### src/rtl/pc_sequencer_if.sv
// Fetch-control bundle between execute/control logic and the next-PC sequencer.
// The master drives control and branch resolution; the slave returns the fetch address and status.
interface pc_sequencer_if #(
  parameter int INST_ADDR_WIDTH = 9
);
  logic                       start;
  logic [INST_ADDR_WIDTH-1:0] start_pc;
  logic                       stall;
  logic                       branch_valid;
  logic                       branch_taken;
  logic [INST_ADDR_WIDTH-1:0] branch_pc;
  logic [INST_ADDR_WIDTH-1:0] branch_offset;
  logic                       halt_req;
  logic [INST_ADDR_WIDTH-1:0] pc_out;
  logic                       pc_valid;
  logic                       flush;
  logic                       halted;

  modport master (
    output start, start_pc, stall, branch_valid, branch_taken,
           branch_pc, branch_offset, halt_req,
    input  pc_out, pc_valid, flush, halted
  );

  modport slave (
    input  start, start_pc, stall, branch_valid, branch_taken,
           branch_pc, branch_offset, halt_req,
    output pc_out, pc_valid, flush, halted
  );
endinterface

### src/rtl/pc_sequencer.sv
// Next-PC sequencer: increment, branch redirect with flush bubbles, stall, halt and restart.
// Optional macro ABSOLUTE_BRANCH_EN: branch target is branch_offset itself (branch_pc ignored).
//
// state | meaning
// IDLE  | out of reset, not fetching, waiting for start
// RUN   | fetching; pc_out advances unless stalled or redirected
// FLUSH | redirect bubble; pc_out holds the target, counter runs down
// HALT  | stopped on request, waiting for start
module pc_sequencer #(
  parameter int INST_ADDR_WIDTH = 9,
  parameter int RESET_PC        = 0,
  parameter int FLUSH_CYCLES    = 2
) (
  input  logic            clk,
  input  logic            rst_n,
  pc_sequencer_if.slave   bus
);

  typedef enum logic [1:0] {
    IDLE  = 2'd0,
    RUN   = 2'd1,
    FLUSH = 2'd2,
    HALT  = 2'd3
  } state_t;

  localparam logic [INST_ADDR_WIDTH-1:0] RESET_PC_V = INST_ADDR_WIDTH'(RESET_PC);
  localparam logic [3:0]                 FLUSH_INIT = 4'(FLUSH_CYCLES - 1);

  state_t                     state_q, state_d;
  logic [INST_ADDR_WIDTH-1:0] pc_q, pc_d;
  logic                       pc_valid_q, pc_valid_d;
  logic                       flush_q, flush_d;
  logic                       halted_q, halted_d;
  logic [3:0]                 cnt_q, cnt_d;
  logic [INST_ADDR_WIDTH-1:0] target;

`ifdef ABSOLUTE_BRANCH_EN
  logic unused_branch_pc;
  assign unused_branch_pc = ^bus.branch_pc;
  assign target = bus.branch_offset;
`else
  // Modulo 2^W add: wraps in both directions for two's-complement offsets.
  assign target = bus.branch_pc + bus.branch_offset;
`endif

  always_ff @(posedge clk) begin
    if (!rst_n) begin
      state_q    <= IDLE;
      pc_q       <= RESET_PC_V;
      pc_valid_q <= 1'b0;
      flush_q    <= 1'b0;
      halted_q   <= 1'b0;
      cnt_q      <= 4'd0;
    end else begin
      state_q    <= state_d;
      pc_q       <= pc_d;
      pc_valid_q <= pc_valid_d;
      flush_q    <= flush_d;
      halted_q   <= halted_d;
      cnt_q      <= cnt_d;
    end
  end

  always_comb begin
    state_d    = state_q;
    pc_d       = pc_q;
    pc_valid_d = 1'b0;
    flush_d    = 1'b0;
    halted_d   = 1'b0;
    cnt_d      = cnt_q;
    unique case (state_q)
      IDLE: begin
        if (bus.start) begin
          state_d    = RUN;
          pc_d       = bus.start_pc;
          pc_valid_d = 1'b1;
        end
      end
      RUN: begin
        pc_valid_d = 1'b1;
        if (bus.halt_req) begin
          state_d    = HALT;
          pc_valid_d = 1'b0;
          halted_d   = 1'b1;
        end else if (bus.branch_valid && bus.branch_taken) begin
          state_d    = FLUSH;
          pc_d       = target;
          pc_valid_d = 1'b0;
          flush_d    = 1'b1;
          cnt_d      = FLUSH_INIT;
        end else if (!bus.stall) begin
          pc_d = pc_q + 1'b1;
        end
      end
      FLUSH: begin
        if (bus.halt_req) begin
          state_d  = HALT;
          halted_d = 1'b1;
        end else if (cnt_q == 4'd0) begin
          // pc_q already holds the target, so it becomes the first real fetch.
          state_d    = RUN;
          pc_valid_d = 1'b1;
        end else begin
          cnt_d   = cnt_q - 4'd1;
          flush_d = 1'b1;
        end
      end
      HALT: begin
        halted_d = 1'b1;
        if (bus.start) begin
          state_d    = RUN;
          pc_d       = bus.start_pc;
          pc_valid_d = 1'b1;
          halted_d   = 1'b0;
        end
      end
      default: state_d = IDLE;
    endcase
  end

  assign bus.pc_out   = pc_q;
  assign bus.pc_valid = pc_valid_q;
  assign bus.flush    = flush_q;
  assign bus.halted   = halted_q;

endmodule

### src/flat_wrapper.sv
// flat-port wrapper written by rule: the top's interface ports become plain ports
module pc_sequencer_flat 
#(
  parameter int INST_ADDR_WIDTH = 9,
  parameter int RESET_PC        = 0,
  parameter int FLUSH_CYCLES    = 2
)
  (clk, rst_n, bus_start, bus_start_pc, bus_stall, bus_branch_valid, bus_branch_taken, bus_branch_pc, bus_branch_offset, bus_halt_req, bus_pc_out, bus_pc_valid, bus_flush, bus_halted);
  pc_sequencer_if #(.INST_ADDR_WIDTH(INST_ADDR_WIDTH)) bus_i ();
  input  logic clk;
  input  logic rst_n;
  input wire logic [$bits(bus_i.start)-1:0] bus_start;
  input wire logic [$bits(bus_i.start_pc)-1:0] bus_start_pc;
  input wire logic [$bits(bus_i.stall)-1:0] bus_stall;
  input wire logic [$bits(bus_i.branch_valid)-1:0] bus_branch_valid;
  input wire logic [$bits(bus_i.branch_taken)-1:0] bus_branch_taken;
  input wire logic [$bits(bus_i.branch_pc)-1:0] bus_branch_pc;
  input wire logic [$bits(bus_i.branch_offset)-1:0] bus_branch_offset;
  input wire logic [$bits(bus_i.halt_req)-1:0] bus_halt_req;
  output wire logic [$bits(bus_i.pc_out)-1:0] bus_pc_out;
  output wire logic [$bits(bus_i.pc_valid)-1:0] bus_pc_valid;
  output wire logic [$bits(bus_i.flush)-1:0] bus_flush;
  output wire logic [$bits(bus_i.halted)-1:0] bus_halted;
  assign bus_i.start = bus_start;
  assign bus_i.start_pc = bus_start_pc;
  assign bus_i.stall = bus_stall;
  assign bus_i.branch_valid = bus_branch_valid;
  assign bus_i.branch_taken = bus_branch_taken;
  assign bus_i.branch_pc = bus_branch_pc;
  assign bus_i.branch_offset = bus_branch_offset;
  assign bus_i.halt_req = bus_halt_req;
  assign bus_pc_out = bus_i.pc_out;
  assign bus_pc_valid = bus_i.pc_valid;
  assign bus_flush = bus_i.flush;
  assign bus_halted = bus_i.halted;
  pc_sequencer #(.INST_ADDR_WIDTH(INST_ADDR_WIDTH), .RESET_PC(RESET_PC), .FLUSH_CYCLES(FLUSH_CYCLES)) u_core (.clk(clk), .rst_n(rst_n), .bus(bus_i));
endmodule
### config.mk
export PLATFORM = sky130hd
export DESIGN_NAME = pc_sequencer_flat
export DESIGN_NICKNAME = d
export VERILOG_FILES = /design/src/rtl/pc_sequencer_if.sv /design/src/rtl/pc_sequencer.sv /design/src/flat_wrapper.sv
export SDC_FILE = /design/constraint.sdc
export NUM_CORES = 1
export LEC_CHECK = 0
export CAP_MARGIN = 10
export CELL_PAD_IN_SITES_DETAIL_PLACEMENT = 1
export CELL_PAD_IN_SITES_GLOBAL_PLACEMENT = 2
export CORE_ASPECT_RATIO = 0.7
export CORE_MARGIN = 2
export CORE_UTILIZATION = 24
export CTS_CLUSTER_DIAMETER = 50
export CTS_CLUSTER_SIZE = 25
export DETAILED_ROUTE_END_ITERATION = 8
export GPL_TIMING_DRIVEN = 0
export PLACE_DENSITY_LB_ADDON = 0.1
export SETUP_SLACK_MARGIN = 0.05
export SYNTH_ARGS = -nofsm -noshare
export SYNTH_HDL_FRONTEND = slang
export SYNTH_SLANG_ARGS = --single-unit
### constraint.sdc
create_clock -name clk -period 2.1 [get_ports clk]
set_clock_uncertainty 0.15 [all_clocks]
set_input_delay 0.42 -clock clk [delete_from_list [all_inputs] [get_ports clk]]
set_output_delay 0.42 -clock clk [all_outputs]
set_load 0.01 [all_outputs]
==> impl_metrics.env <==
export IMPL_status="complete, no violations"
export IMPL_maxSlewViolCount=0
export IMPL_worstRegToRegCells=7
export IMPL_drcViolationCount=0
export IMPL_synth_area_um2=1539
export IMPL_track_usage_pct=15.07
export IMPL_synth_avg_cell_area_um2=7.933
export IMPL_die_w_um=99.71
export IMPL_drt_wl_total_um=5357
export IMPL_n_fill_cell=736
export IMPL_path_cells="inv_1 -> ha_1 -> nand2_1 -> o211ai_2 -> nor3_1 -> or3_1 -> a21oi_2"
export IMPL_cts_root_buf="clkbuf_8"
export IMPL_design_final_nets=297
export IMPL_core_um2=6216
export IMPL_postSynthNetCount=244
export IMPL_cts_buffers_inserted=3
export IMPL_final_cell_mix="clkdlybuf4s50_1, nand2_1, dfxtp_1"
export IMPL_synth_seq_area_share_pct=23.41
export IMPL_seq_area_um2=361.6
export IMPL_async_flop_share_pct=0
export IMPL_cpPeakStageDelay_ns=0.35
export IMPL_fp_dieH_um=71.00
export IMPL_fin_crit_sh_pct=94.59
export IMPL_cp_arrival_ns=2.04
export IMPL_cts_buffer_depth=2
export IMPL_h_tree_depth=1
export IMPL_grt_max_degree=11
export IMPL_hp_class="flip-flop to flip-flop"
export IMPL_required_ns=2.15
export IMPL_drive_above_1_share_pct=17.07
export IMPL_cp_max_fo=7
export IMPL_clkLatencyLatePin_ns=0.26
export IMPL_min_from="u_core.cnt_q[0]"
export IMPL_overflow=0
export IMPL_drt_iter0_markers=42
export IMPL_ir_drop_uv=357.4
export IMPL_p_leak_uw=0.0009021
export IMPL_vias_per_cell=5.034
export IMPL_r2r_start="u_core.state_q[1]"
export IMPL_synth_edf_count=0
export IMPL_dp_hpwl_um=4263
export IMPL_syn2layout_area_growth_pct=51.22
export IMPL_relSlewSlack_pct=66.93
export IMPL_synthFlopType="dfxtp_1"
export IMPL_power_density_nw_per_um2=964.6
export IMPL_multi_input_area_um2=1242
export IMPL_fin_area_um2=2327
export IMPL_setup_violations=0
export IMPL_hold_viol_final=0
export IMPL_firstDrtPassIters=4
export IMPL_n_antenna_cell=0
export IMPL_criticalPathCategory="flip-flop to flip-flop"
export IMPL_port_buffers=45
export IMPL_rows=24
export IMPL_hold_path_depth=1
export IMPL_place_congestion=0.7815
export IMPL_synth_seq_cells=18
export IMPL_finalCriticalPeriod_ns=1.986
export IMPL_final_common_cell="clkdlybuf4s50_1"
export IMPL_antenna_found_initial=0
export IMPL_syn_inst=194
export IMPL_first_global_vias=1624
export IMPL_io_pins=46
export IMPL_rsz0062_at_grt="true"
export IMPL_reg2reg_to="u_core.bus.pc_out[7]"
export IMPL_dieArea_um2=7079
export IMPL_final_antenna_net_count=0
export IMPL_start_util_pct=24.76
export IMPL_end_kind="flip-flop"
export IMPL_cts_tree="built"
export IMPL_place_area_um2=2098
export IMPL_min_to="u_core.cnt_q[0]"
export IMPL_vias=1631
export IMPL_maxCapViolations=0
export IMPL_tightestPinTransition_ns=0.4960
export IMPL_grt_pass1_wl_um=8355
export IMPL_clkTransAtPathRegs_ns=0.08
export IMPL_detail_route_wl_per_cell_um=16.53
export IMPL_holdWs_ns=0.3787
export IMPL_start_kind="flip-flop"
export IMPL_ys_types=50
export IMPL_yosysWarnings=0
export IMPL_cts_sinks=18
export IMPL_slowest_stage="o211ai_2"
export IMPL_max_freq_ghz=0.5034
export IMPL_reg2reg_slack_ns=0.11
flip-flops by register name, indices dropped and copies added, names as in the netlist:
signal,cells
u_core.cnt_q,4
u_core.state_q,2
u_core.bus.pc_out,9
u_core.bus.pc_valid,1
u_core.bus.flush,1
u_core.bus.halted,1
timing repair:
item                                    CTS  global route
buffers inserted                          1             2
hold buffers                              0             0
gates resized for setup                  21            15
pin swaps                                11            10
endpoints found under the setup margin    6            10
worst max-delay path by stage:
stage / slack [ns] / startpoint / cells past startpoint / to
2_1_floorplan: 0.06 / bus_branch_offset[0] / 8 / u_core.bus.pc_out[6]
3_3_place_gp: -0.58 / bus_branch_offset[0] / 8 / u_core.bus.pc_out[8]
3_5_place_dp: -0.55 / bus_branch_offset[0] / 8 / u_core.bus.pc_out[8]
4_1_cts: 0.03 / bus_branch_offset[3] / 7 / u_core.bus.pc_out[8]
5_1_grt: 0.01 / u_core.state_q[1] / 7 / u_core.bus.pc_out[8]
6_report: 0.11 / u_core.state_q[1] / 7 / u_core.bus.pc_out[7]
layer usage:
layer  track usage [%]  up-vias  part of all wire, %  routed length [µm]
met3             2.668        2                  3.4                 181
met4             2.283        0                 0.50                  27
met1             23.64      779                   55                2944
met5                 0        -                    0                   0
li1                  -      817                    -                   -
met2             21.70       33                   41                2204
layout make-up:
class / count / area share [%]
Sequential cell: 18 / 15.54
Tap cell: 78 / 4.194
Timing Repair Buffer: 48 / 20.59
Clock buffer: 4 / 2.366
Buffer: 8 / 2.151
Inverter: 11 / 1.774
Multi-Input combinational cell: 157 / 53.39
cells by family (layout without fill, tap and decap cells):
family / count (synthesis) / in the layout / synth area share, %
XOR/XNOR: 9 / 9 / 5.122
AND/OR/NAND/NOR: 65 / 65 / 21.38
buffers and inverters: 19 / 71 / 5.691
AO/OA/AOI/OAI: 64 / 64 / 28.86
adder cells (fa/ha/maj): 16 / 16 / 13.50
flip-flops: 18 / 18 / 23.41
multiplexers: 3 / 3 / 2.033
cell usage after synthesis (2+ instances only):
cell type,instances,area share [%]
dfxtp_1,18,23
nand2_1,18,4.4
ha_1,15,12
nor2_1,13,3.2
a21oi_1,12,3.9
inv_1,11,2.7
o211ai_1,9,4.4
o21ai_1,8,2.6
nand2b_1,7,2.8
xnor2_1,7,4.0
a211oi_1,6,2.9
nand3_1,6,2.0
nor3_1,5,1.6
o21ai_0,5,1.6
buf_2,4,1.3
a21o_1,3,1.5
and3_1,3,1.2
a22oi_1,2,0.98
a31oi_1,2,0.81
clkbuf_1,2,0.49
mux2i_1,2,1.3
nand3b_1,2,0.98
nand4_1,2,0.81
o22a_1,2,1.1
o22ai_1,2,0.81
o311a_1,2,1.3
or3_1,2,0.81
xor2_1,2,1.1
power by group:
part	switching, µW	internal (µW)	leakage, µW	total, µW
sequential	131	454	0.000148	585
combinational	698	659	0.000725	1360
clock	136	167	0.0000288	303
worst max-delay path, delay by kind of cell (launching register included):
family	cells	cell delay [ns]
adders and majority gates	1	0.31
and+or+nand+nor	3	0.55
buffers and inverters	1	0.13
DFF	1	0.33
AOI/OAI and AO/OA	2	0.46
stage by stage:
| stage | total power (µW) | setup slack (ns) | instances | util (%) | TNS (ns) |
|---|---|---|---|---|---|
| 2_1_floorplan | 1369 | 0.06476 | 194 | - | 0 |
| 3_3_place_gp | 1873 | -0.5807 | 317 | 33.76 | -3.260 |
| 3_5_place_dp | 1873 | -0.5528 | 317 | 33.76 | -3.565 |
| 4_1_cts | 2213 | 0.03268 | 322 | 36.03 | 0 |
| 5_1_grt | 2437 | 0.01460 | 324 | 37.44 | 0 |
| 6_report | 2245 | 0.1136 | 324 | 37.44 | 0 |
(Power assumes the default switching activity.)
